### src/rtl/tx_fifo_serializer.sv
// tx_fifo_serializer: 16x32 write FIFO draining into an LSB-first serial transmitter
module tx_fifo_serializer #(
  parameter int CLKS_PER_BIT = 4
) (
  input  logic        clk,
  input  logic        reset,
  input  logic        write_fifo_en,
  input  logic [31:0] in_fifo,
  output logic        tx,
  output logic        full,
  output logic        empty,
  output logic [4:0]  level,
  output logic        busy,
  output logic        overflow
);
  typedef enum logic [1:0] {IDLE, START, DATA, STOP} state_t;
  state_t      state_q, state_d;
  logic [31:0] mem_q [16];
  logic [4:0]  wp_q, wp_d, rp_q, rp_d, bit_q, bit_d;
  logic [15:0] baud_q, baud_d;
  logic [31:0] shift_q, shift_d;
  logic        tx_q, tx_d, overflow_q, overflow_d;
  logic        wr, pop, baud_end;
  assign level    = wp_q - rp_q;
  assign empty    = wp_q == rp_q;
  assign full     = level == 5'd16;
  assign busy     = state_q != IDLE;
  assign tx       = tx_q;
  assign overflow = overflow_q;
  assign baud_end = baud_q == 16'(CLKS_PER_BIT - 1);
  assign wr       = write_fifo_en && !full;
  assign pop      = !empty && (state_q == IDLE || (state_q == STOP && baud_end));
  // next-state: pointer updates, pop into the shifter, bit timing through START/DATA/STOP
  always_comb begin
    state_d    = state_q;
    baud_d     = baud_q;
    bit_d      = bit_q;
    shift_d    = shift_q;
    tx_d       = tx_q;
    wp_d       = wp_q + {4'd0, wr};
    rp_d       = rp_q + {4'd0, pop};
    overflow_d = write_fifo_en && full;
    if (pop) begin
      state_d = START;
      baud_d  = '0;
      shift_d = mem_q[rp_q[3:0]];
      tx_d    = 1'b0;
    end else if (state_q != IDLE && !baud_end) begin
      baud_d = baud_q + 16'd1;
    end else if (state_q == START) begin
      state_d = DATA;
      baud_d  = '0;
      bit_d   = '0;
      tx_d    = shift_q[0];
    end else if (state_q == DATA && bit_q != 5'd31) begin
      baud_d  = '0;
      bit_d   = bit_q + 5'd1;
      shift_d = shift_q >> 1;
      tx_d    = shift_q[1];
    end else if (state_q == DATA) begin
      state_d = STOP;
      baud_d  = '0;
      tx_d    = 1'b1;
    end else if (state_q == STOP) begin
      state_d = IDLE;
      baud_d  = '0;
      tx_d    = 1'b1;
    end
  end
  // state, storage and registered outputs; reset clears everything and forces the line idle
  always_ff @(posedge clk or negedge reset) begin
    if (!reset) begin
      state_q    <= IDLE;
      wp_q       <= '0;
      rp_q       <= '0;
      bit_q      <= '0;
      baud_q     <= '0;
      shift_q    <= '0;
      tx_q       <= 1'b1;
      overflow_q <= 1'b0;
      for (int i = 0; i < 16; i++) mem_q[i] <= '0;
    end else begin
      state_q    <= state_d;
      wp_q       <= wp_d;
      rp_q       <= rp_d;
      bit_q      <= bit_d;
      baud_q     <= baud_d;
      shift_q    <= shift_d;
      tx_q       <= tx_d;
      overflow_q <= overflow_d;
      if (wr) mem_q[wp_q[3:0]] <= in_fifo;
    end
  end
endmodule

### config.mk
export PLATFORM = sky130hd
export DESIGN_NAME = tx_fifo_serializer
export DESIGN_NICKNAME = d
export VERILOG_FILES = /design/src/rtl/tx_fifo_serializer.sv
export SDC_FILE = /design/constraint.sdc
export NUM_CORES = 1
export LEC_CHECK = 0
export BUFFER_PORTS_ARGS = -buffer_cell sky130_fd_sc_hd__clkbuf_2
export CORE_MARGIN = 3
export CORE_UTILIZATION = 35
export DETAILED_ROUTE_END_ITERATION = 7
export PLACE_DENSITY = 0.59
export SLEW_MARGIN = 20
export SYNTH_ARGS = -nofsm -noshare
export SYNTH_HDL_FRONTEND = slang
export SYNTH_SLANG_ARGS = --single-unit
### constraint.sdc
create_clock -name clk -period 4.4 [get_ports clk]
set_clock_uncertainty 0.05 [all_clocks]
set_input_delay 0.44 -clock clk [delete_from_list [all_inputs] [get_ports clk]]
set_output_delay 0.44 -clock clk [all_outputs]
set_load 0.02 [all_outputs]
==> results.toml <==
[timing]
finalSetupTns_ns = 0
rsz0062_at_grt = "no"
slew-limit-headroom_pct = 24.8
fin_crit_sh_pct = 92.2
hold_violations = 0
fin_ws_ns = 0.341
tightest_slew_ns = 1.13
finalSetupViolCount = 0
period_minus_slack_ns = 4.06
fmax_mhz = 246
drv_slew = 0

[yosys]
syn_area_um2 = 26100
yosysWarnings = 0
yosys_register_bits = 579
syn_area_per_cell_um2 = 13.9
yosysUniqueCellTypes = 46
synth_flop_cell = "dfrtp_1"
synth-edff-count = 0
syn_inst = 1873
ys_async_sr_fraction_pct = 100
syn_nets = 1925
yosysSeqAreaShare_pct = 55.6

[routing]
drtIter0Drc = 1903
route.detailed.drc = 0
post_drt_wl_per_cell_um = 27.9
via_per_inst = 6.77
ant_nets = 0
drt-pass1-iter-count = 6
routed_wl_mm = 77.1
vias = 18700

[power]
ir_worst_vdd_mv = 0.688
p_seq_share_pct = 36.4
power.internal_uw = 15400
pwr_density_cell_nw_per_um2 = 855
swShare_pct = 38.4
power_switching_uw = 9610
clkPwrFrac_pct = 19.8
total_leakage_power_uw = 0.0117
pwr-share-comb_pct = 43.7

[hold_path]
hp-class = "input port to register"
worstHoldStart = "write_fifo_en"

[setup_path]
cpPeakStageDelay_ns = 0.56
endpoint = "full"
required_ns = 3.91
reg2reg_slack_ns = 0.73
crit_chain = "clkinv_1 -> ha_1 -> o2bb2ai_1 -> xor2_1 -> buf_4 -> inv_2 -> nor3_1 -> clkbuf_2"
cp.arrival_ns = 3.57
reg2reg_to = "mem_q[216]$_DFFE_PN0P_"
startpoint = "rp_q[2]$_DFF_PN0_"
cp_slowest_cell = "dfrtp_1"
r2r_cells = 10
regToRegStartpoint = "rp_q[2]$_DFF_PN0_"
end_kind = "primary output"
critPathKind = "register to primary output"
crit_path_start_kind = "register"
critPathMaxFanout = 18

[floorplan]
core-area_um2 = 73300
die_x_um = 279
dieArea_um2 = 77800
initial_core_util_pct = 35.5
io_pins = 45
die_y_um = 279
rows = 99

[global_route]
grt_max_degree = 129
antenna_found_initial = 4
grt_pass1_wl_mm = 119
grt_pass1_vias = 19300
grtUsageTotal_pct = 19.7
grt_overflow = 0

[clocking]
tritoncts = "yes"
cts_sinks = 579
insertion_delay_ns = 0.63
clock-root-buffer = "clkbuf_16"
cts_setup_buffers = 0
clockBufferDepth = 3
cts_buffers = 60
cts.clk_slew.worst_paths_ns = 0.07
h-tree-depth = 2

[cells_and_area]
fin_nets = 1806
final_util_pct = 39.9
drive_above_1_share_pct = 20.1
area_growth_pct = 12.2

[placed_design]
hpwl_mm = 39.0
dp_slack_ns = 0.816
place_congestion = 0.739
port_buffers = 44

[status]
status = "finished clean"

[run]
cap_violations = 0
==> metal layers <==
metal | track usage (%) | up-vias | share of wire (%)
met3 | 3.65 | 149 | 7.4
met2 | 33.8 | 798 | 50
met4 | 7.19 | 2 | 3.1
met1 | 24.9 | 10200 | 39
li1 | - | 7578 | -
met5 | 0 | - | 0.014
==> area by class of cell <==
type                    instances  area [um2]
flip-flops and latches        579       14500
fillers                      6777       44100
repair buffers                105         891
multi-input cells             991       10700
inverters                      17        63.8
clock buffers                  90        1740
clock inverters                18         159
well taps                     959        1200
diodes                          3        7.51
==> power groups by stage <==
stage	Combinational, uW	Clock, uW	Sequential [uW]
2_1_floorplan	7770	0	8680
3_3_place_gp	10700	0	9000
3_5_place_dp	10900	0	9190
4_1_cts	11000	5060	9100
5_1_grt	11700	5270	9370
6_report	10900	4960	9110
==> synthesized netlist by cell type, types with 2 or more instances <==
master / number / share of area [%]
ha_1: 16 / 0.77
mux4_2: 127 / 11
inv_2: 2 / 0.029
a211oi_1: 5 / 0.14
and3_1: 4 / 0.096
o31ai_2: 5 / 0.24
o31ai_1: 14 / 0.40
o21ai_0: 31 / 0.60
xor2_2: 2 / 0.12
nor2_1: 31 / 0.45
a221oi_1: 31 / 1.0
dfrtp_1: 578 / 55
o211a_1: 2 / 0.077
xor2_1: 5 / 0.17
and2_1: 2 / 0.048
inv_1: 14 / 0.20
a22oi_1: 2 / 0.058
a221o_1: 2 / 0.077
nand2_1: 24 / 0.35
a22o_1: 32 / 1.1
nand4_1: 7 / 0.17
o22ai_1: 33 / 0.79
a32o_1: 512 / 20
buf_2: 79 / 1.5
buf_1: 34 / 0.49
clkbuf_1: 173 / 2.5
a31oi_1: 6 / 0.14
nand3_1: 13 / 0.25
a21oi_1: 41 / 0.79
nor3_1: 13 / 0.25
nand2b_1: 5 / 0.12
nor4_1: 6 / 0.14
xnor2_1: 4 / 0.13
nor2b_1: 6 / 0.14
==> layout by cell type (no fill, tap or decap), types with 4 or more instances in the layout <==
master | netlist | final
a211oi_1 | 5 | 4
a21oi_1 | 41 | 41
a221oi_1 | 31 | 31
a22o_1 | 32 | 32
a31oi_4 | 0 | 4
a32o_1 | 512 | 512
and3_1 | 4 | 4
buf_12 | 0 | 16
buf_4 | 0 | 44
clkbuf_1 | 173 | 17
clkbuf_16 | 0 | 60
clkbuf_2 | 0 | 43
clkbuf_8 | 0 | 13
clkinv_2 | 0 | 13
dfrtp_1 | 578 | 576
ha_1 | 16 | 16
inv_1 | 14 | 14
mux4_2 | 127 | 127
nand2_1 | 24 | 24
nand2b_1 | 5 | 5
nand3_1 | 13 | 12
nand4_1 | 7 | 7
nor2_1 | 31 | 26
nor2_4 | 0 | 5
nor2b_1 | 6 | 4
nor3_1 | 13 | 12
nor4_1 | 6 | 6
o21ai_0 | 31 | 31
o22ai_1 | 33 | 33
o31ai_4 | 0 | 16
xnor2_1 | 4 | 4
xor2_1 | 5 | 5
==> worst min path at each step <==
stage,to,slack (ns),cells after the start
detailed placement,mem_q[49]$_DFFE_PN0P_,0.43,1
CTS,overflow$_DFF_PN0_,0.03,2
global placement,mem_q[55]$_DFFE_PN0P_,0.42,1
finish,overflow$_DFF_PN0_,0.06,2
floorplan,baud_q[0]$_DFFE_PN0P_,0.09,0
global route,overflow$_DFF_PN0_,0.06,2
==> cells by family after synthesis <==
kind of cell             Yosys count  share of synthesized area (%)
XOR/XNOR                          11                          0.427
AO/OA/AOI/OAI                    721                           25.3
multiplexers                     128                           11.0
flip-flops                       579                           55.6
buffers and inverters            303                           4.74
AND/OR/NAND/NOR                  114                           2.09
adder cells (fa/ha/maj)           17                          0.845
==> timing repair <==
action                                 CTS  global route
endpoints found under the hold margin  110             0
resized for setup                        0             0
hold buffers                             1             0
==> per-stage QoR <==
step	instance area, um2	instances	hold slack, ns	power (uW)
final	29200	2762	0.0582	25000
after global routing	29200	2762	0.0556	26400
after CTS	29200	2759	0.0316	25100
after detailed placement	27300	2650	0.425	20100
after global placement	27300	2650	0.417	19700
after floorplan	26100	1873	0.0944	16500
==> worst max-delay path: cells and delay by family (launching register included) <==
family,cells,cell delay (ns)
AO/OA/AOI/OAI,1,0.20
XOR/XNOR,1,0.21
adder cells (fa/ha/maj),1,0.44
buffers and inverters,4,1.12
flip-flops,1,0.56
AND/OR/NAND/NOR,1,0.41
==> flip-flops by register name, indices dropped and copies added (netlist names) <==
| name | cells |
|---|---|
| tx | 1 |
| mem_q | 512 |
| state_q | 2 |
| wp_q | 5 |
| baud_q | 16 |
| overflow | 1 |
| bit_q | 5 |
| shift_q | 32 |
| rp_q | 5 |
(Power assumes the default switching activity.)
